===== src/rtl/uart_pkg.sv =====
// Shared UART definitions: FSM state encodings, default widths and a majority helper.
// Used by both the receive and transmit sides.
package uart_pkg;

    localparam int unsigned DATA_BITS_DEF = 8;
    localparam int unsigned CNT_W_DEF     = 16;

    // One-hot receiver/transmitter states
    typedef enum logic [3:0] {
        S_IDLE  = 4'b0001,
        S_START = 4'b0010,
        S_DATA  = 4'b0100,
        S_STOP  = 4'b1000
    } uart_state_e;

    // 2-of-3 majority vote
    function automatic logic maj3(input logic a, input logic b, input logic c);
        return (a & b) | (a & c) | (b & c);
    endfunction

endpackage


===== src/rtl/uart_rx_sync.sv =====
// Input resynchroniser for the asynchronous rx line; flops reset to the idle level (1).
module uart_rx_sync #(
    parameter int unsigned SYNC_STAGES = 2
) (
    input  logic clk_i,
    input  logic rstn_i,
    input  logic rx_i,
    output logic rx_s_o
);

    logic [SYNC_STAGES-1:0] sync_q;

    // Shift the raw line through the flop chain
    always_ff @(posedge clk_i or negedge rstn_i) begin
        if (!rstn_i) begin
            sync_q <= '1;
        end else begin
            sync_q <= {sync_q[SYNC_STAGES-2:0], rx_i};
        end
    end

    assign rx_s_o = sync_q[SYNC_STAGES-1];

endmodule


===== src/rtl/uart_rx.sv =====
// UART 8N1 receiver: resynchronises rx_i, validates the start bit at its centre, samples
// data bits LSB first at bit centres and reports each byte with a one-cycle done tick.
// Optional build macro: UART_RX_MAJORITY_EN (2-of-3 majority vote at each sample point).
module uart_rx
    import uart_pkg::*;
#(
    parameter int unsigned DATA_BITS   = DATA_BITS_DEF,
    parameter int unsigned SYNC_STAGES = 2,
    parameter int unsigned CNT_W       = CNT_W_DEF
) (
    input  logic                 clk_i,
    input  logic                 rstn_i,
    input  logic                 rx_en_i,
    input  logic [CNT_W-1:0]     baud_div,
    input  logic                 rx_i,
    output logic [DATA_BITS-1:0] dout_o,
    output logic                 rx_done_tick_o,
    output logic                 frame_err_o,
    output logic                 busy_o
);

    localparam int unsigned IDX_W = (DATA_BITS > 1) ? $clog2(DATA_BITS) : 1;
    localparam logic [IDX_W-1:0] LAST_IDX = IDX_W'(DATA_BITS - 1);

    uart_state_e          state_q, state_d;
    logic [CNT_W-1:0]     cnt_q, cnt_d;
    logic [IDX_W-1:0]     bit_idx_q, bit_idx_d;
    logic [DATA_BITS-1:0] shreg_q, shreg_d;
    logic [DATA_BITS-1:0] dout_q, dout_d;
    logic                 done_q, done_d;
    logic                 err_q, err_d;
    logic                 rx_s;
    logic                 rx_q;
    logic                 sample;
    logic [CNT_W-1:0]     half_m1;
    logic [CNT_W-1:0]     full_m1;

    uart_rx_sync #(
        .SYNC_STAGES (SYNC_STAGES)
    ) u_sync (
        .clk_i  (clk_i),
        .rstn_i (rstn_i),
        .rx_i   (rx_i),
        .rx_s_o (rx_s)
    );

    // One-cycle delayed copy of the synchronised line for falling-edge detection
    always_ff @(posedge clk_i or negedge rstn_i) begin
        if (!rstn_i) begin
            rx_q <= 1'b1;
        end else begin
            rx_q <= rx_s;
        end
    end

`ifdef UART_RX_MAJORITY_EN
    logic [1:0] hist_q;

    // Two previous synchronised samples; together with rx_s they form the voting window
    always_ff @(posedge clk_i or negedge rstn_i) begin
        if (!rstn_i) begin
            hist_q <= 2'b11;
        end else begin
            hist_q <= {hist_q[0], rx_s};
        end
    end

    assign sample = maj3(rx_s, hist_q[0], hist_q[1]);
`else
    assign sample = rx_s;
`endif

    // Compare points; >= keeps the FSM moving if baud_div shrinks mid-frame
    assign half_m1 = (baud_div >> 1) - CNT_W'(1);
    assign full_m1 = baud_div - CNT_W'(1);

    // State and datapath registers
    always_ff @(posedge clk_i or negedge rstn_i) begin
        if (!rstn_i) begin
            state_q   <= S_IDLE;
            cnt_q     <= '0;
            bit_idx_q <= '0;
            shreg_q   <= '0;
            dout_q    <= '0;
            done_q    <= 1'b0;
            err_q     <= 1'b0;
        end else begin
            state_q   <= state_d;
            cnt_q     <= cnt_d;
            bit_idx_q <= bit_idx_d;
            shreg_q   <= shreg_d;
            dout_q    <= dout_d;
            done_q    <= done_d;
            err_q     <= err_d;
        end
    end

    // Next-state logic: start detect, bit-centre sampling, stop-bit check
    always_comb begin
        state_d   = state_q;
        cnt_d     = cnt_q;
        bit_idx_d = bit_idx_q;
        shreg_d   = shreg_q;
        dout_d    = dout_q;
        done_d    = 1'b0;
        err_d     = 1'b0;

        unique case (state_q)
            S_IDLE: begin
                if (rx_en_i && rx_q && !rx_s) begin
                    cnt_d   = '0;
                    state_d = S_START;
                end
            end
            S_START: begin
                if (cnt_q >= half_m1) begin
                    if (!sample) begin
                        cnt_d     = '0;
                        bit_idx_d = '0;
                        state_d   = S_DATA;
                    end else begin
                        // Line back high at mid start bit: glitch, not a frame
                        state_d = S_IDLE;
                    end
                end else begin
                    cnt_d = cnt_q + CNT_W'(1);
                end
            end
            S_DATA: begin
                if (cnt_q >= full_m1) begin
                    shreg_d   = {sample, shreg_q[DATA_BITS-1:1]};
                    cnt_d     = '0;
                    bit_idx_d = bit_idx_q + IDX_W'(1);
                    if (bit_idx_q == LAST_IDX) begin
                        state_d = S_STOP;
                    end
                end else begin
                    cnt_d = cnt_q + CNT_W'(1);
                end
            end
            S_STOP: begin
                if (cnt_q >= full_m1) begin
                    if (sample) begin
                        dout_d = shreg_q;
                        done_d = 1'b1;
                    end else begin
                        err_d = 1'b1;
                    end
                    // Leaving at mid-stop lets a back-to-back start edge be seen
                    state_d = S_IDLE;
                end else begin
                    cnt_d = cnt_q + CNT_W'(1);
                end
            end
            default: begin
                state_d = S_IDLE;
            end
        endcase

        // Disable aborts any frame in progress without reporting it
        if (!rx_en_i && (state_q != S_IDLE)) begin
            state_d = S_IDLE;
            dout_d  = dout_q;
            done_d  = 1'b0;
            err_d   = 1'b0;
        end
    end

    assign dout_o         = dout_q;
    assign rx_done_tick_o = done_q;
    assign frame_err_o    = err_q;
    assign busy_o         = (state_q != S_IDLE);

endmodule

===== config.mk =====
export PLATFORM = sky130hd
export DESIGN_NAME = uart_rx
export DESIGN_NICKNAME = d
export VERILOG_FILES = /design/src/rtl/uart_pkg.sv /design/src/rtl/uart_rx_sync.sv /design/src/rtl/uart_rx.sv
export SDC_FILE = /design/constraint.sdc
export NUM_CORES = 1
export LEC_CHECK = 0
export CAP_MARGIN = 15
export CORE_MARGIN = 2
export CORE_UTILIZATION = 35
export DETAILED_ROUTE_END_ITERATION = 8
export PLACE_DENSITY = 0.65
export SYNTH_ARGS = -nofsm -noshare
export SYNTH_HDL_FRONTEND = slang
export SYNTH_HIERARCHICAL = 1
export SYNTH_SLANG_ARGS = --single-unit

===== constraint.sdc =====
create_clock -name clk_i -period 2.48 [get_ports clk_i]
set_input_delay 0.496 -clock clk_i [delete_from_list [all_inputs] [get_ports clk_i]]
set_output_delay 0.496 -clock clk_i [all_outputs]
set_load 0.1 [all_outputs]

### Word-level counts from Yosys, hierarchy flattened

Index checks and enable logic that the tools add are counted.

* register bits after elaboration: 44
* input bits: 20

* bitwise logic cells: 1
* reductions and logical operators: 12
* mux-type cells: 26
* order comparisons: 2
* eq/ne operators: 17
* add/sub/neg operators: 4

Operators with widths (number)
* 16-bit two-way mux: 5
* 16-bit case mux with 4 select lines: 1
* 16-bit >= comparator: 2
* 4-bit two-way mux: 6
* 3-bit != test (second input constant): 6
* 16-bit by 1-bit adder with 16-bit output (second input constant): 1
* 4-bit case mux with 4 select lines: 1
* 15-bit by 1-bit subtractor with 16-bit output (second input constant): 1
* 16-bit by 1-bit subtractor with 16-bit output (second input constant): 1
* 3-bit two-way mux: 4
* 4-bit AND reduction: 3
* 2-bit != test (second input constant): 5
* 1-bit two-way mux: 8
* 3-bit case mux with 2 select lines: 1
* 5-bit AND reduction: 1
* 4-bit by 1-bit == test with 1-bit output (second input constant): 1
* 4-bit by 2-bit == test with 1-bit output (second input constant): 1
* 4-bit by 3-bit == test with 1-bit output (second input constant): 1
* 4-bit == test (second input constant): 1
* 4-bit by 1-bit != test with 1-bit output (second input constant): 1
* 4-bit nonzero test: 1
* 3-bit by 1-bit adder with 3-bit output (second input constant): 1
* 3-bit == test (second input constant): 1
* 1-bit logical AND: 3
* other kinds (4): 5

### Longest topological paths before layout

* depth after elaboration: 5
* mapped depth: 18
* gate-level depth less buffers: 15

### Modules after synthesis

Netlist, hierarchy kept.

By module, submodules not included
* uart_rx: cells an instance 344, area an instance 3294.4 um^2, instances 1, seq. area each 1053.5 um^2
* uart_rx_sync: cells an instance 2, area an instance 52.6 um^2, instances 1, seq. area each 52.6 um^2

### Worst setup path before layout

No wires, ideal clock.

* kind: input port to flip-flop
* start: input port baud_div[6]
* end: register cnt_q[12]
* setup time: 0.121 ns
* arrival: 3.483 ns
* stages on the path: 17
* required time: 2.359 ns
* slack: -1.124 ns
* cells stage by stage: clkbuf_1 -> nor3_1 -> nand2b_1 -> nor3_1 -> nand3_1 -> nor3_1 -> xnor2_1 -> ha_1 -> a21oi_1 -> nand2_1 -> a221oi_4 -> nand3_2 -> a221o_1 -> buf_6 -> buf_6 -> a21o_1 -> a22o_1

* word-level cells in the longest chain between the ends: 4

RTL lines
* start: declaration: RTL line uart_rx.sv:14 `input logic [CNT_W-1:0] baud_div,`
* 16-bit by 1-bit subtractor with 16-bit output / 15-bit by 1-bit subtractor with 16-bit output (equally long branches): RTL line uart_rx.sv:75, uart_rx.sv:74
* 16-bit >= comparator, on equally long branches: RTL line uart_rx.sv:130, uart_rx.sv:142, uart_rx.sv:116
* 16-bit two-way mux (tied with other cells): RTL line uart_rx.sv:130 `if (cnt_q >= full_m1) begin`
* 16-bit case mux with 4 select lines / 4-bit AND reduction (equally long branches)
* end signal: assignment: RTL line uart_rx.sv:89 `cnt_q <= cnt_d;`
* end: declaration: RTL line uart_rx.sv:26 `logic [CNT_W-1:0] cnt_q, cnt_d;`

Parallel ways exist; a longest one is shown, timed or not.
A chain may end at the register's enable or synchronous reset.

### Worst setup path after layout

* start: input port baud_div[14]
* end: register dout_q[3], in the netlist dout_o[3]

* word-level cells in the longest chain between the ends: 3

RTL lines
* 16-bit by 1-bit subtractor with 16-bit output: RTL line uart_rx.sv:75 `assign full_m1 = baud_div - CNT_W'(1);`
* 16-bit >= comparator: RTL line uart_rx.sv:142 `if (cnt_q >= full_m1) begin`
* 4-bit AND reduction (no line)
* end signal: assignment: RTL line uart_rx.sv:92 `dout_q <= dout_d;`
* end: declaration: RTL line uart_rx.sv:29 `logic [DATA_BITS-1:0] dout_q, dout_d;`

No other way between the ends.

==> impl_metrics.yaml <==
synthesis:
  ys_warn_count: 6
  synth.net_count: 403
  async_reset_ff_frac: 1.00
  syn_inst: 346
  synth_area_leaders: "dfrtp_1 (30%), ha_1 (14%), mux2_2 (6.1%)"
  netlist_area_um2: 3350
  synth_seq_area_share: 0.330
  synth_edf_count: 0
  synth_top_area_frac: 0.299
  yosysTopAreaCell: "dfrtp_1"
  ys.flop_type: "dfrtp_1"
  synth.distinct_cells: 51
  ys_ff_latch: 44
  syn_area_per_cell_um2: 9.67
timing:
  tightest_slew_ns: 0.739
  period_minus_slack_ns: 3.24
  rsz0062_at_grt: "yes"
  hold_viol_final: 0
  finalCritPeriodShare: 1.31
  setup_viol: 41
  final.setup_skew_ns: 0.00355
  worst_slack_ns: -0.760
  setup_tns_ns: -28.21
  maxSlewHeadroom: 0.500
  timing.fmax_mhz: 309
  slew_violations: 0
worst_setup_path:
  cp_cell_sequence: "clkdlybuf4s50_1 > nor3_4 > nand3_4 > nor2_4 > xnor2_2 > ha_1 > nand4_1 > nor2_1 > buf_4 > o311ai_4 > nand3_2 > buf_6 > nand2_4 > nor3b_4 > buf_6 > mux2_4"
  cp-start-kind: "input port"
  worstRegToRegCells: 9
  cp.arrival_ns: 3.43
  endpoint_kind: "register"
  regToRegSetupSlack_ns: -0.12
  path_max_fanout: 5
  path_common_cell: "buf_6"
  cpPeakStageDelay_ns: 0.46
  worst-setup-path-type: "in -> reg"
  rr_endpoint: "cnt_q[3]"
  required_ns: 2.67
  crit_slowest_cell: "clkdlybuf4s50_1"
  reg2reg_from: "cnt_q[1]"
placement:
  placed_area_um2: 4140
  place_congestion: 0.830
  dp.final_hpwl_mm: 5.57
  port_buffers: 30
  placed_cells: 546
grt:
  grt_util_all_layers: 0.166
  antenna_found_initial: 0
  grt_pass1_vias: 2900
  grt_first_pass_wirelength_mm: 13.7
  grt_overflow: 0
  grt_max_degree: 45
floorplanning:
  initial_core_util: 0.362
  dieArea_um2: 10400
  rows: 35
  core_area_um2: 9240
  die_h_um: 102
  ios: 31
  dieWidth_um: 102
run_status:
  violations: "negative setup slack"
  status: "finished, violations left"
cells_and_area:
  instances_no_fill: 577
  drive_gt1_frac: 0.449
  final_common_cell: "buf_4"
  diodes: 0
  syn2layout_area_growth_pct: 44.6
  fin_area_um2: 4840
  n_fill_cell: 781
  fin_util: 0.524
  final_cell_mix: "buf_4 (67), dfrtp_1 (40), ha_1 (35), nor2_1 (29), nand2_1 (24)"
  nNetsFinal: 504
detailed_routing:
  drt-initial-drc-count: 128
  vias: 2932
  drtAntennaViolNets: 0
  wire_per_inst_um: 14.1
  drcViolationCount: 0
  routed_wl_mm: 8.14
  drtPass1Iterations: 4
  via_per_inst: 5.08
cts:
  cts_buffers: 5
  clkTransAtPathRegs_ns: 0.09
  clockBufferDepth: 2
  cts.htree.levels: 2
  cts_tree: "done"
  cts_root_buffer: "clkbuf_8"
  clk_latency_ns: 0.30
  clkSinkCount: 44
power_and_ir_drop:
  leakage_uw: 0.00230
  ir_drop_v: 0.000332
  p_total_uw: 2580
  powerDensity_nw_per_um2: 534
flow_run:
  max-cap-violations: 0
min_path:
  hp-class: "in -> async"
==> cell type report <==
class / count / area (µm²) / share of cell area
Multi-Input combinational cell: 279 / 2530 / 0.522
Sequential cell: 44 / 1110 / 0.229
Timing Repair Buffer: 106 / 886 / 0.183
Tap cell: 129 / 161 / 0.0334
Clock buffer: 5 / 68.8 / 0.0142
Clock inverter: 3 / 47.5 / 0.00982
Inverter: 11 / 41.3 / 0.00853
==> stage by stage <==
stage	setup WS (ns)	hold WS, ns
floorplan	-0.939	0.200
global placement	-1.49	0.347
detailed placement	-1.58	0.347
CTS	-0.762	0.280
global route	-0.886	0.311
finish	-0.760	0.271
==> what timing repair did <==
item | 4_1_cts | 5_1_grt
pin swaps | 41 | 39
setup buffers | 15 | 7
resized for setup | 103 | 40
setup endpoints to repair | 41 | 41
hold buffers | 0 | 0
cloned | 3 | 0
==> synth_stat cells (5+ instances only) <==
library cell / instances
a21o_1: 9
nor3_1: 12
a21o_2: 5
inv_1: 11
nand2_1: 31
ha_1: 37
o21ai_0: 10
a21oi_1: 15
xnor2_1: 19
nand3_1: 9
mux2_2: 18
nor2_1: 36
xor2_1: 9
a22o_1: 16
clkbuf_1: 7
dfrtp_1: 40
==> critical path, delay by kind of cell <==
kind / cells / cell delay [ns]
AO/OA/AOI/OAI: 1 / 0.09
XOR/XNOR: 1 / 0.08
adder cells (fa/ha/maj): 1 / 0.30
buffers and inverters: 4 / 0.89
multiplexers: 1 / 0.31
AND/OR/NAND/NOR: 8 / 1.26
==> flip-flops by register name, summed over array words and instances, names as in the netlist <==
signal / flops
shreg_q: 8
rx_done_tick_o: 1
cnt_q: 16
rx_q: 1
frame_err_o: 1
bit_idx_q: 3
dout_o: 8
state_q: 4
u_sync/sync_q: 2
==> routing by layer <==
layer,global-route usage,share of wire,vias up
met4,0.0489,0.0059,0
met1,0.217,0.45,1409
met3,0.0297,0.037,6
met5,0,0,-
met2,0.279,0.50,64
li1,-,-,1453
==> worst max-delay path by stage <==
| stage | to | start | cells past startpoint |
|---|---|---|---|
| global route | dout_o[7] | baud_div[14] | 16 |
| global placement | cnt_q[2] | baud_div[7] | 16 |
| detailed placement | cnt_q[2] | baud_div[7] | 16 |
| floorplan | cnt_q[12] | baud_div[6] | 17 |
| CTS | cnt_q[3] | baud_div[6] | 16 |
| finish | dout_o[3] | baud_div[14] | 16 |
==> where the power goes <==
| group | total (µW) | internal (µW) | leakage (µW) | switching (µW) |
|---|---|---|---|---|
| Sequential | 820 | 761 | 0.000599 | 59.0 |
| Combinational | 1200 | 570 | 0.00164 | 627 |
| Clock | 566 | 304 | 0.0000583 | 262 |
==> cells by family after synthesis <==
logic type | Yosys count | synth area share
fa+ha+maj | 37 | 0.138
simple gates | 124 | 0.187
mux | 18 | 0.0606
flops | 44 | 0.330
xor+xnor | 28 | 0.0733
buf+inv | 24 | 0.0393
compound gates | 71 | 0.172
Power figures use the tool's default switching activity.
